$ cat config.mk
export PLATFORM = sky130hd
export DESIGN_NAME = modn_updown_counter
export DESIGN_NICKNAME = d
export VERILOG_FILES = /design/src/rtl/modn_updown_counter.sv
export SDC_FILE = /design/constraint.sdc
export NUM_CORES = 1
export LEC_CHECK = 0
export CAP_MARGIN = 20
export CORE_AREA = 2 2 39 41
export DETAILED_ROUTE_END_ITERATION = 12
export DIE_AREA = 0 0 41 43
export GPL_ROUTABILITY_DRIVEN = 0
export GPL_TIMING_DRIVEN = 0
export SLEW_MARGIN = 30
export SYNTH_ARGS = -nofsm -noshare
export SYNTH_HDL_FRONTEND = slang
export SYNTH_SLANG_ARGS = --single-unit
$ cat constraint.sdc
create_clock -name clk -period 3.6 [get_ports clk]
set_input_delay 0.72 -clock clk [delete_from_list [all_inputs] [get_ports clk]]
set_output_delay 0.72 -clock clk [all_outputs]
set_load 0.005 [all_outputs]
$ cat src/rtl/modn_updown_counter.sv
// Synchronous modulo-N up/down counter with enable, direction, parallel load
// and cascade outputs. Every state bit updates on the same rising clock edge.
// tc is combinational so that a chain of stages advances on one edge, and
// wrap is a registered one-cycle pulse that lines up with the wrapped q.
module modn_updown_counter #(
  parameter int WIDTH   = 4,
  parameter int MODULUS = 16
) (
  input  logic             clk,
  input  logic             clear,
  input  logic             en,
  input  logic             up,
  input  logic             load,
  input  logic [WIDTH-1:0] d,
  output logic [WIDTH-1:0] q,
  output logic             tc,
  output logic             wrap
);

  // Reject illegal parameter combinations while elaborating.
  // The shift form of 2**WIDTH avoids int overflow for wide counters.
  if (WIDTH < 1 || MODULUS < 2 || (WIDTH < 31 && MODULUS > (1 << WIDTH))) begin : g_bad_params
    $fatal(1, "modn_updown_counter: need WIDTH>=1 and 2<=MODULUS<=2**WIDTH");
  end

  // Highest legal count. It always fits in WIDTH bits.
  localparam logic [WIDTH-1:0] LP_MAX = WIDTH'(MODULUS - 1);

  logic [WIDTH-1:0] r_q;
  logic             r_wrap;

  logic [WIDTH-1:0] w_q_next;
  logic             w_wrap_next;
  logic             w_at_top;
  logic             w_at_bottom;
  logic [WIDTH-1:0] w_d_sat;

  assign w_at_top    = (r_q == LP_MAX);
  assign w_at_bottom = (r_q == '0);

  // d >= MODULUS is the same as d > MODULUS-1. This form stays in WIDTH bits
  // even when MODULUS == 2**WIDTH.
  assign w_d_sat = (d > LP_MAX) ? LP_MAX : d;

  // The next enabled step wraps. This also feeds the next stage's enable.
  assign tc = en & ~load & ((up & w_at_top) | (~up & w_at_bottom));

  // Next count and next wrap flag. Priority is load, then en, then hold.
  always_comb begin
    // NOTE: every output of this block gets a default first. Otherwise a path
    // that leaves one unassigned would infer a latch.
    w_q_next    = r_q;
    w_wrap_next = 1'b0;
    if (load) begin
      w_q_next = w_d_sat;
    end else if (en) begin
      if (up) begin
        // The explicit compare produces the wrap pulse even when the wrap
        // coincides with natural overflow (MODULUS == 2**WIDTH).
        w_q_next    = w_at_top ? '0 : r_q + WIDTH'(1);
        w_wrap_next = w_at_top;
      end else begin
        w_q_next    = w_at_bottom ? LP_MAX : r_q - WIDTH'(1);
        w_wrap_next = w_at_bottom;
      end
    end
  end

  // State register. clear acts immediately and dominates the clock.
  always_ff @(posedge clk or posedge clear) begin
    // NOTE: state is updated with non-blocking assignments. All registers
    // then sample the values from before the edge, which removes ordering races.
    if (clear) begin
      r_q    <= '0;
      r_wrap <= 1'b0;
    end else begin
      r_q    <= w_q_next;
      r_wrap <= w_wrap_next;
    end
  end

  assign q    = r_q;
  assign wrap = r_wrap;

endmodule
==> metrics.md <==
| Metric | Value |
|---|---|
| Synth Register Bits | `5` |
| Dpl hpwl | `575 um` |
| Synth warnings | `0` |
| Syn Area/Cell | `8.88 sq um` |
| Total core area | `1380 sq um` |
| CTS buffer count | `3` |
| Vias in the first global route | `301` |
| Worst IR drop on VDD | `~200 uV` |
| End of the critical path | `tc` |
| WHS | `0.664 ns` |
| Final min period | `3.15 ns` |
| Hold_buf cts | `0` |
| Final period util | `0.876` |
| Synthesis-to-finish area growth | `49.6%` |
| Switching part of the total | `0.294` |
| Design area | `approximately 530 sq um` |
| Total grt overflow | `0` |
| Power Dens Cells | `382 nW/um^2` |
| Clk Tree Root Cell | `clkbuf_4` |
| I/O Buffers | `13` |
| Drt drc | `0` |
| Final total power | `between 0.0002 and 0.00025 W` |
| Unrepaired setup endpoints after global routing | `no` |
| Layout cell share with drive strength beyond 1 | `0.105` |
| Register area share after synthesis | `0.352` |
| WL per Instance | `9.92 um` |
| Final setup fails | `0` |
| Clock group share of total power | `0.326` |
| Worst-margin pin slew | `0.319 ns` |
| P_sw | `0.0000598 W` |
| Critical Path Max Stage Delay | `roughly 0.53 ns` |
| CTS H-tree depth | `1` |
| Worst r2r src | `q[0]` |
| Post-DRT Antenna Nets | `0` |
| Worst EP arrival | `2.43 ns` |
| Pin count of the biggest net entering global routing | `10` |
| Sequential share of power | `0.359` |
| GR Layer Usage met3 | `0.0942` |
| Gate power share | `0.315` |
| Synthesized cell area | `355 sq um` |
| CP max FO | `6` |
| Fin nets | `69` |
| CP most frequent cell | `clkdlybuf4s50_1` |
| Max Clk Rate | `317 MHz` |
| DIE WIDTH | `41 um` |
| CP delay by family, top | `buffers and inverters` |
| IO Pins | `15` |
| Full die area | `~1800 sq um` |
| GR met1 Demand/Resource | `0.130` |
| Routing usage on met2 | `0.150` |
| Final Hold Fails | `0` |
| First-pass GRT wire length | `1270 um` |
| Reg-to-reg critical path endpoint | `wrap` |
| Leakage | `0.218 nW` |
| CTS tree | `built` |
| Die Ht | `roughly 43 um` |
| Worst Setup SP | `up` |
| N_diodes | `0` |
| Clk slew on worst S/H paths | `0.04 ns` |
| Slew Viols, Final | `0` |
| Overall routing resource usage | `0.116` |
| Final-layout fill cell count | `144` |
| CP endpoint kind | `output port` |
| Final wirelength | `just over 700 um` |
| Drt initial violations | `4` |
| Clk_skew | `a little over 0.0007 ns` |
| Layout Utilization | `0.384` |
| Clk sink count | `5` |
| DRT Pass-1 Iters | `4` |
| Max cap viols | `0` |
| CP Depth | `4` |
| Setup slack, reg-to-reg | `2.14 ns` |
| Worst Path Buf+Inv | `2` |
| CP max stage cell | `or4b_4` |
| Post-CTS Setup Repair Bufs | `0` |
| Worst Reg-to-Reg Cells | `4` |
| CTS max path bufs | `2` |
| Number of library cell types mapped by synthesis | `18` |
| Post-DP Area | `a little over 500 sq um` |
| Gr busiest metal | `met2` |
| Status | `complete, no violations` |
| HP Class | `flop to flop` |
| Routed vias | `345` |
| Syn nets | `just over 50` |
| Syn Inst Count | `40` |
| Starting Density | `0.257` |
| Worst Path Required | `2.88 ns` |
| Startpoint Class | `input port` |
| Worst-Skew Late Latency | `approximately 0.25 ns` |
| Row count | `14` |
| Slew HR | `0.788` |
| Critical-path cell list | `clkdlybuf4s50_1 > or4b_4 > a21oi_1 > clkdlybuf4s50_1` |
| Number of antenna violations at the first check in global routing | `0` |
| CP Class | `input port to output port` |
| Setup TNS | `0 ns` |
| Power Internal | `about 0.00014 W` |
| CTS resizes | `0` |
| Drt via density | `4.73` |
[cells in the mapped netlist]
| master | instances | area, sq um |
|---|---|---|
| dfrtp_1 | 5 | 125 |
| o21ai_0 | 5 | 25.0 |
| a21oi_1 | 4 | 20.0 |
| inv_1 | 4 | 15.0 |
| nand2_1 | 4 | 15.0 |
| xnor2_1 | 3 | 26.3 |
| ha_1 | 2 | 25.0 |
| nand2b_1 | 2 | 12.5 |
| nand4_1 | 2 | 12.5 |
| a31oi_1 | 1 | 6.26 |
| clkbuf_1 | 1 | 3.75 |
| mux2_2 | 1 | 11.3 |
| mux2i_1 | 1 | 10.0 |
| nor2_1 | 1 | 3.75 |
| nor3b_1 | 1 | 7.51 |
| o311a_1 | 1 | 10.0 |
| o31ai_2 | 1 | 12.5 |
| or4b_4 | 1 | 13.8 |
[power by group through the flow]
| stage | clock, W | sequential [W] | combinational [W] |
|---|---|---|---|
| 2_1_floorplan | 0 | 0.0000722 | 0.0000367 |
| 3_3_place_gp | 0 | 0.0000739 | 0.0000650 |
| 3_5_place_dp | 0 | 0.0000738 | 0.0000648 |
| 4_1_cts | 0.0000696 | 0.0000730 | 0.0000650 |
| 5_1_grt | 0.0000750 | 0.0000743 | 0.0000719 |
| 6_report | 0.0000663 | 0.0000728 | 0.0000640 |
[sequential cells by signal (all words and copies together) (netlist names)]
| register | flops |
|---|---|
| q | 4 |
| wrap | 1 |
[per-layer routing]
layer | wire, um | vias up
met4 | 10 | 0
met2 | 341 | 13
met5 | 0 | -
met1 | 292 | 154
li1 | - | 176
met3 | 78 | 2
[cells by family after synthesis]
kind of cell	after synthesis	synth area share
adders and majority gates	2	0.0704
AOI/OAI and AO/OA	12	0.208
and+or+nand+nor	11	0.183
muxes	2	0.0599
buffers and inverters	5	0.0528
xor gates and xnor gates	3	0.0740
DFF	5	0.352
[how the worst min path moves through the flow]
stage,startpoint,end,slack [ns],cells after the start
6_report,q[1],q[1],0.66,2
5_1_grt,clear,wrap,0.68,2
4_1_cts,clear,wrap,0.67,2
3_5_place_dp,q[2],wrap,0.66,2
3_3_place_gp,q[2],wrap,0.66,2
2_1_floorplan,clear,q[0],0.50,1
[stage by stage]
step	cells	setup slack, ns
2_1_floorplan	40	1.51
3_3_place_gp	69	0.445
3_5_place_dp	69	0.457
4_1_cts	73	0.449
5_1_grt	73	0.370
6_report	73	0.446
[worst register-to-register path, stage by stage (launching register included)]
cell and delay [ns]:
dfrtp_1 0.43, inv_1 0.12, ha_1 0.19, or4b_4 0.47, a21oi_1 0.16
[layout make-up]
type,instances,area [sq um],share of cell area
Tap cell,16,20.0,0.0376
Inverter,4,15.0,0.0282
Sequential cell,5,125,0.235
Timing Repair Buffer,13,130,0.245
Multi-Input combinational cell,30,211,0.398
Clock buffer,4,26.3,0.0494
Buffer,1,3.75,0.00706
[cell usage in the layout, fill, tap and decap left out, drive strengths merged, types with 2 or more instances in the layout]
cell type       n
a21oi           4
nand2b          2
nand2           4
ha              2
dfrtp           5
o21ai           5
clkbuf          5
nand4           2
xnor2           3
clkdlybuf4s50  13
inv             4
Power figures use the tool's default switching activity.
